### src/rtl/pipe_pkg.sv
// Shared definitions for the inter-stage pipeline buffers: state encoding,
// bubble instruction and per-boundary field widths.
package pipe_pkg;

    typedef enum logic [1:0] {
        ST_EMPTY = 2'd0,
        ST_ONE   = 2'd1,
        ST_TWO   = 2'd2
    } buf_state_t;

    localparam logic [15:0] PIPE_NOP_INSTR = 16'h0800;

    // Packed payload/control widths per stage boundary, shared by the wrappers
    localparam int FD_DATA_W = 32;
    localparam int FD_CTRL_W = 4;
    localparam int DE_DATA_W = 96;
    localparam int DE_CTRL_W = 16;
    localparam int EM_DATA_W = 64;
    localparam int EM_CTRL_W = 12;
    localparam int MW_DATA_W = 64;
    localparam int MW_CTRL_W = 8;

endpackage

### src/rtl/pipe_entry.sv
// One storage entry of a pipeline buffer: a load-enabled register that
// resets to the bubble word.
module pipe_entry #(
    parameter int           W       = 8,
    parameter logic [W-1:0] RST_VAL = '0
) (
    input  logic         clk,
    input  logic         rst,
    input  logic         load,
    input  logic [W-1:0] d,
    output logic [W-1:0] q
);

    logic [W-1:0] entry_q;
    logic [W-1:0] entry_d;

    always_comb begin
        entry_d = load ? d : entry_q;
    end

    always_ff @(posedge clk or negedge rst) begin
        if (!rst) entry_q <= RST_VAL;
        else      entry_q <= entry_d;
    end

    assign q = entry_q;

endmodule

### src/rtl/pipe_stage_buf.sv
// Valid/ready pipeline-stage buffer with a two-entry skid, flush, bubble
// masking and a saturating back-pressure counter.
//
//   state    | meaning
//   ST_EMPTY | nothing held, outputs show the bubble
//   ST_ONE   | head word in MAIN, still accepting
//   ST_TWO   | MAIN and SKID full, in_ready low
module pipe_stage_buf
    import pipe_pkg::*;
#(
    parameter int                 DATA_W    = 64,
    parameter int                 CTRL_W    = 16,
    parameter int                 INSTR_W   = 16,
    parameter logic [INSTR_W-1:0] NOP_INSTR = INSTR_W'(PIPE_NOP_INSTR),
    parameter int                 CNT_W     = 16
) (
    input  logic               clk,
    input  logic               rst,
    input  logic               in_valid,
    output logic               in_ready,
    input  logic [INSTR_W-1:0] in_instr,
    input  logic [DATA_W-1:0]  in_data,
    input  logic [CTRL_W-1:0]  in_ctrl,
    input  logic               flush,
    output logic               out_valid,
    input  logic               out_ready,
    output logic [INSTR_W-1:0] out_instr,
    output logic [DATA_W-1:0]  out_data,
    output logic [CTRL_W-1:0]  out_ctrl,
    output logic [1:0]         occupancy,
    output logic [CNT_W-1:0]   stall_cnt
);

    localparam int                ENT_W   = INSTR_W + DATA_W + CTRL_W;
    localparam logic [ENT_W-1:0]  ENT_RST = {NOP_INSTR, {DATA_W{1'b0}}, {CTRL_W{1'b0}}};

    buf_state_t        state_q, state_d;
    logic [CNT_W-1:0]  stall_cnt_q, stall_cnt_d;
    logic              push, pop;
    logic              load_main, load_skid, main_from_skid;
    logic [ENT_W-1:0]  in_word, main_d, main_q, skid_q;

    assign in_ready  = (state_q != ST_TWO);
    assign out_valid = (state_q != ST_EMPTY);
    assign push      = in_valid & in_ready;
    assign pop       = out_valid & out_ready;
    assign in_word   = {in_instr, in_data, in_ctrl};

    always_comb begin
        state_d        = state_q;
        load_main      = 1'b0;
        load_skid      = 1'b0;
        main_from_skid = 1'b0;
        case (state_q)
            ST_EMPTY: begin
                if (push) begin
                    state_d   = ST_ONE;
                    load_main = 1'b1;
                end
            end
            ST_ONE: begin
                if (push && pop) begin
                    load_main = 1'b1;
                end else if (push) begin
                    state_d   = ST_TWO;
                    load_skid = 1'b1;
                end else if (pop) begin
                    state_d   = ST_EMPTY;
                end
            end
            ST_TWO: begin
                if (pop) begin
                    state_d        = ST_ONE;
                    load_main      = 1'b1;
                    main_from_skid = 1'b1;
                end
            end
            default: state_d = ST_EMPTY;
        endcase
        // Flush wins over everything; stale entry contents are hidden by the mask
        if (flush) begin
            state_d   = ST_EMPTY;
            load_main = 1'b0;
            load_skid = 1'b0;
        end
        main_d = main_from_skid ? skid_q : in_word;
    end

    always_comb begin
        stall_cnt_d = stall_cnt_q;
        if (out_valid && !out_ready && (stall_cnt_q != {CNT_W{1'b1}})) begin
            stall_cnt_d = stall_cnt_q + CNT_W'(1);
        end
    end

    always_ff @(posedge clk or negedge rst) begin
        if (!rst) begin
            state_q     <= ST_EMPTY;
            stall_cnt_q <= '0;
        end else begin
            state_q     <= state_d;
            stall_cnt_q <= stall_cnt_d;
        end
    end

    pipe_entry #(.W(ENT_W), .RST_VAL(ENT_RST)) u_main (
        .clk  (clk),
        .rst  (rst),
        .load (load_main),
        .d    (main_d),
        .q    (main_q)
    );

    pipe_entry #(.W(ENT_W), .RST_VAL(ENT_RST)) u_skid (
        .clk  (clk),
        .rst  (rst),
        .load (load_skid),
        .d    (in_word),
        .q    (skid_q)
    );

    assign out_instr = out_valid ? main_q[ENT_W-1 -: INSTR_W] : NOP_INSTR;
    assign out_data  = out_valid ? main_q[CTRL_W +: DATA_W]   : '0;
    assign out_ctrl  = out_valid ? main_q[CTRL_W-1:0]         : '0;
    assign stall_cnt = stall_cnt_q;

    always_comb begin
        case (state_q)
            ST_ONE:  occupancy = 2'd1;
            ST_TWO:  occupancy = 2'd2;
            default: occupancy = 2'd0;
        endcase
    end

endmodule

### config.mk
export PLATFORM = sky130hd
export DESIGN_NAME = pipe_stage_buf
export DESIGN_NICKNAME = d
export VERILOG_FILES = /design/src/rtl/pipe_pkg.sv /design/src/rtl/pipe_entry.sv /design/src/rtl/pipe_stage_buf.sv
export SDC_FILE = /design/constraint.sdc
export NUM_CORES = 1
export LEC_CHECK = 0
export ABC_CLOCK_PERIOD_IN_PS = 1800
export CAP_MARGIN = 20
export CORE_UTILIZATION = 46
export DETAILED_ROUTE_END_ITERATION = 8
export HOLD_SLACK_MARGIN = 0.1
export PLACE_DENSITY_LB_ADDON = 0.08
export SETUP_SLACK_MARGIN = 0.5
export SLEW_MARGIN = 10
export SYNTH_ARGS = -nofsm -noshare
export SYNTH_HDL_FRONTEND = slang
export SYNTH_SLANG_ARGS = --single-unit
### constraint.sdc
create_clock -name clk -period 1.8 [get_ports clk]
set_input_delay 0.18 -clock clk [delete_from_list [all_inputs] [get_ports clk]]
set_output_delay 0.18 -clock clk [all_outputs]
set_load 0.02 [all_outputs]
# After elaboration in Yosys (flattened, before gate mapping)
# Cells that the tools add are included.
[op_classes]
eq_ne = 8
reduce_logical = 7
bitwise = 2
add_sub_neg = 1
muxes = 21
[op_table]
columns = ["cell", "count"]
rows = [
  ["two-way mux 96 bit", 1],
  ["two-way mux 64 bit", 1],
  ["two-way mux 16 bit", 2],
  ["adder 16 x 1 -> 16 bit, second input constant", 1],
  ["!= test 16 bit, second input constant", 1],
  ["two-way mux 2 bit", 6],
  ["!= test 3 bit, second input constant", 3],
  ["two-way mux 1 bit", 8],
  ["one-hot mux 2 bit (3 select lines)", 1],
  ["!= test 4 bit, second input constant", 1],
  ["one-hot mux 2 bit (2 select lines)", 1],
  ["AND reduction 4 bit", 1],
  ["logical AND 1 bit", 3],
  ["one-hot mux 1 bit (3 select lines)", 1],
  ["bitwise AND 1 bit", 2],
  ["== test 2 x 1 -> 1 bit, second input constant", 1],
  ["== test 2 bit, second input constant", 1],
  ["logical NOT 2 bit", 1],
  ["!= test 2 bit, second input constant", 1],
  ["nonzero test 2 bit", 1],
  ["logical NOT 1 bit", 1],
]
[word_totals]
register_bits = 210
inputBits = 101
wordCells = 43

# Logic depth before layout (Yosys ltp)
[depth]
word_depth = 7
depth_mapped = 7

# By module
# From an unflattened synthesis, not the netlist that was laid out.
[hier_totals]
cells_unflattened = 708
area_unflattened_um2 = 10457.5
[by_module_without_submodules]
columns = ["mod", "instances", "cells_each", "area_each_um2"]
rows = [
  ["pipe_entry", 2, 203, 3766.1],
  ["pipe_stage_buf", 1, 302, 2925.3],
]

# Least setup slack after synthesis
# OpenSTA, ideal clock, no wires.
[synth_path]
path_kind = "register -> register"
startpoint = "reg stall_cnt_q[0], in the netlist stall_cnt[0]"
endpoint = "reg stall_cnt_q[4], in the netlist stall_cnt[4]"
setup_slack_ns = -0.108
t_required_ns = 1.670
n_path_buf = 1
stages_incl_launch_ff = 7
arrival_ns = 1.778
period_less_slack_ns = 1.908
path_cell_list = "dfrtp_1 ha_1 and4_1 a41oi_1 buf_2 nand4_1 xnor2_1"
[synth_via]
elab_chain_len = 2
[synth_rtl]
columns = ["element", "line", "text"]
rows = [
  ["start, declared", "pipe_stage_buf.sv:38", "logic [CNT_W-1:0] stall_cnt_q, stall_cnt_d;"],
  ["start signal, assigned", "pipe_stage_buf.sv:102", "stall_cnt_q <= stall_cnt_d;"],
  ["branches (longest 2 deep; another with adder 16 x 1 -> 16 bit)", "-", ""],
]
# Parallel ways; which one is timed is not known.
# A chain may end at the register's enable or synchronous reset.

# Final worst setup path
[layout_path]
startpoint = "reg state_q[0]"
endpoint = "reg u_main.entry_q[74], in the netlist u_main.q[74]"
[layout_via]
elab_chain_len = 6
[layout_rtl]
columns = ["element", "line", "text"]
rows = [
  ["start, declared", "pipe_stage_buf.sv:37", "buf_state_t state_q, state_d;"],
  ["start signal, assigned", "pipe_stage_buf.sv:101", "state_q <= state_d;"],
  ["!= test 2 bit / nonzero test 2 bit (equally long branches)", "pipe_stage_buf.sv:43, pipe_stage_buf.sv:44", ""],
  ["bitwise AND 1 bit, on equally long branches", "pipe_stage_buf.sv:45, pipe_stage_buf.sv:46", ""],
  ["logical AND 1 bit", "pipe_stage_buf.sv:62", "if (push && pop) begin"],
  ["two-way mux 1 bit", "pipe_stage_buf.sv:62", ""],
  ["one-hot mux 1 bit (3 select lines)", "pipe_stage_buf.sv:54", "case (state_q)"],
  ["two-way mux 1 bit", "pipe_stage_buf.sv:81", "if (flush) begin"],
  ["end signal, assigned", "pipe_entry.sv:23", "else entry_q <= entry_d;"],
  ["end, declared", "pipe_entry.sv:14", "logic [W-1:0] entry_q;"],
]
# Several ways; a longest one is shown, not always the timed one.

==> flow_summary.ini <==
[outcome]
status = complete, but fails checks
violations = setup timing

[yosys]
syn-num-nets = 808
synth_area_mm2 = 0.009950
seq_area_frac_synth_pct = 52.84
synth_top_cell_by_area = dfrtp_1
syn_inst = 706
ys_seq_elements = 210
synth_top_area_share_pct = 52.31
syn_area_per_cell_um2 = 14.09
yosysWarnings = 0
ys_top_cells_by_area = dfrtp_1, mux2_2, and2_1
yosysUniqueCellTypes = 35

[sta]
setup_viol = 186
relSlewSlack_pct = 65.14
whs_ps = 192.6
rsz0062_at_grt = true
setup_ws_ps = -176.8
max_freq_ghz = 0.5059
slew_violations = 0
fin_crit_sh_pct = 109.8
hold_violations = 0
tightest_slew_ps = 521.0
finalCriticalPeriod_ps = 1977
fin_skew_ps = 6.966

[final_layout]
final_core_util_pct = 65.67
multi_input_area_mm2 = 0.004752
finalInstanceArea_mm2 = 0.01385
drive_above_1_share_pct = 59.08
final_common_cell = mux2_2
synthToLayoutAreaGrowth_pct = 39.19
diodes = 0
regArea_mm2 = 0.005265
n_fill_cell = 1593
fin_nets = 1064
final_cell_mix = mux2_2, dfrtp_1, clkdlybuf4s50_1

[grt]
grt_max_degree = 52
grt_antenna_before_repair = 1
grt_pass1_vias = 7060
grt_pass1_wl_mm = 36.71
overflow = 0
gr-usage-all-layers_pct = 21.03

[die]
initial_utilization_pct = 47.18
die_h_um = 149.1
fp.coreArea_mm2 = 0.02109
die_area_mm2 = 0.02222
pin_count = 217
rows = 53
fp.dieW_um = 149.1

[worst_setup_path]
required_ps = 2190
ff2ff_path_depth = 9
r2r_end = u_main.q[74]
r2r_setup_slack_ps = -180
r2r_start = state_q[0]
worstSetupPathType = reg2reg
start_kind = flop
critPathMaxFanout = 9
cp-end-kind = flop
crit_arrival_ps = 2360

[cts]
clkSinkCount = 210
h-tree-depth = 1
clkTransAtPathRegs_ps = 60
cts_buffer_depth = 3
cts_tree = done
root_buffer = clkbuf_16
cts_buffers = 24
insertion_delay_ps = 500

[drt]
num_vias = 6452
first_iter_violations = 169
drc = 0
wl_mm = 23.74
vias_per_cell = 5.141
ant_nets = 0
drtPass1Iterations = 4
wl_per_cell_um = 18.92

[placed_design]
place_congestion = 0.7724
numPortBuffers = 216
placed_area_mm2 = 0.01289
place_hpwl_mm = 15.14

[min_path]
worstHoldPathType = in2async

[flow_run]
maxCapViolations = 0

[power]
ir_worst_vdd_mv = 0.7460
p_total_mw = 14.48
leakage_nw = 6.386
p_per_area_mw_per_mm2 = 1045
==> worst max-delay path, stage by stage, from the launching register on <==
cell and delay [ps]:
dfrtp_1 390, buf_6 120, buf_6 120, nor2b_4 170, nand2_8 110, buf_12 160, buf_12 120, buf_16 140
mux2_2 260, mux2_4 260
==> layer usage <==
metal  part of all wire [%]  GRT usage (%)  vias to the layer above
met2                     50          36.58                      162
met1                     42          26.38                     3282
met5                  0.055              0                        -
li1                       -              -                     2972
met4                    1.7          4.949                        2
met3                    6.0          4.924                       34
==> Yosys cell counts <==
master / n
nor4_1: 1
and4_1: 3
or3b_2: 1
xnor2_1: 11
xor2_1: 4
o21bai_2: 1
mux2i_1: 1
and2_1: 97
ha_1: 1
nor2b_4: 1
mux2_4: 40
nand2_1: 8
nand4b_1: 1
buf_6: 5
and3_1: 1
nor2_1: 6
mux2_2: 249
inv_1: 1
nand3_1: 7
nor2b_1: 2
buf_4: 4
or2_2: 1
dfstp_2: 2
buf_2: 19
a41oi_1: 1
nand2b_1: 1
dfrtp_1: 208
a21oi_1: 2
clkbuf_1: 11
nor4b_1: 1
o21bai_1: 1
nand2_2: 1
nor3_1: 3
nand4_1: 5
buf_1: 5
==> worst max-delay path by stage <==
stage / start / to / slack (ps) / cells after the start
2_1_floorplan: state_q[0] / u_main.q[0] / 40 / 7
3_3_place_gp: in_valid / u_main.q[10] / -210 / 6
3_5_place_dp: in_valid / u_main.q[10] / -260 / 6
4_1_cts: state_q[0] / out_data[38] / -230 / 4
5_1_grt: state_q[1] / u_main.q[81] / -220 / 7
6_report: state_q[0] / u_main.q[74] / -180 / 9
==> final cells by class <==
| class | instances | share of cell area (%) |
|---|---|---|
| sequential | 210 | 38.02 |
| multi-input combinational | 451 | 34.32 |
| clock buffer | 39 | 5.403 |
| timing repair buffer | 274 | 19.52 |
| clock inverter | 5 | 0.2259 |
| inverter | 1 | 0.02711 |
| tap | 275 | 2.485 |
==> where the power goes <==
group / internal, mW / switching (mW)
registers: 5.84 / 0.613
clock network: 2.84 / 1.88
logic: 1.98 / 1.33
==> kinds of logic after synthesis <==
| group | Yosys count | synth area share, % |
|---|---|---|
| AO/OA/AOI/OAI | 5 | 0.3773 |
| AND/OR/NAND/NOR | 140 | 8.551 |
| XOR/XNOR | 15 | 1.320 |
| multiplexers | 290 | 34.32 |
| buffers and inverters | 45 | 2.465 |
| flip-flops | 210 | 52.84 |
| adder cells (fa/ha/maj) | 1 | 0.1257 |
==> per-stage QoR <==
step | setup slack (ps) | instances | setup TNS, ps
6_report | -176.8 | 1255 | -12200
5_1_grt | -216.9 | 1255 | -21180
4_1_cts | -225.6 | 1247 | -14900
3_5_place_dp | -258.8 | 1188 | -32550
3_3_place_gp | -214.1 | 1188 | -25330
2_1_floorplan | 44.67 | 706 | 0
==> repair_timing <==
action	4_1_cts	5_1_grt
hold buffers	1	0
resized for setup	428	74
pin swaps	1	2
setup endpoints to repair	325	326
gates cloned	6	3
endpoints found under the hold margin	208	0
buffers inserted	8	5
==> sequential cells by signal, summed over array words and instances (netlist names) <==
register   flops
u_main.q      96
u_skid.q      96
state_q        2
stall_cnt     16
(Power assumes the default switching activity.)
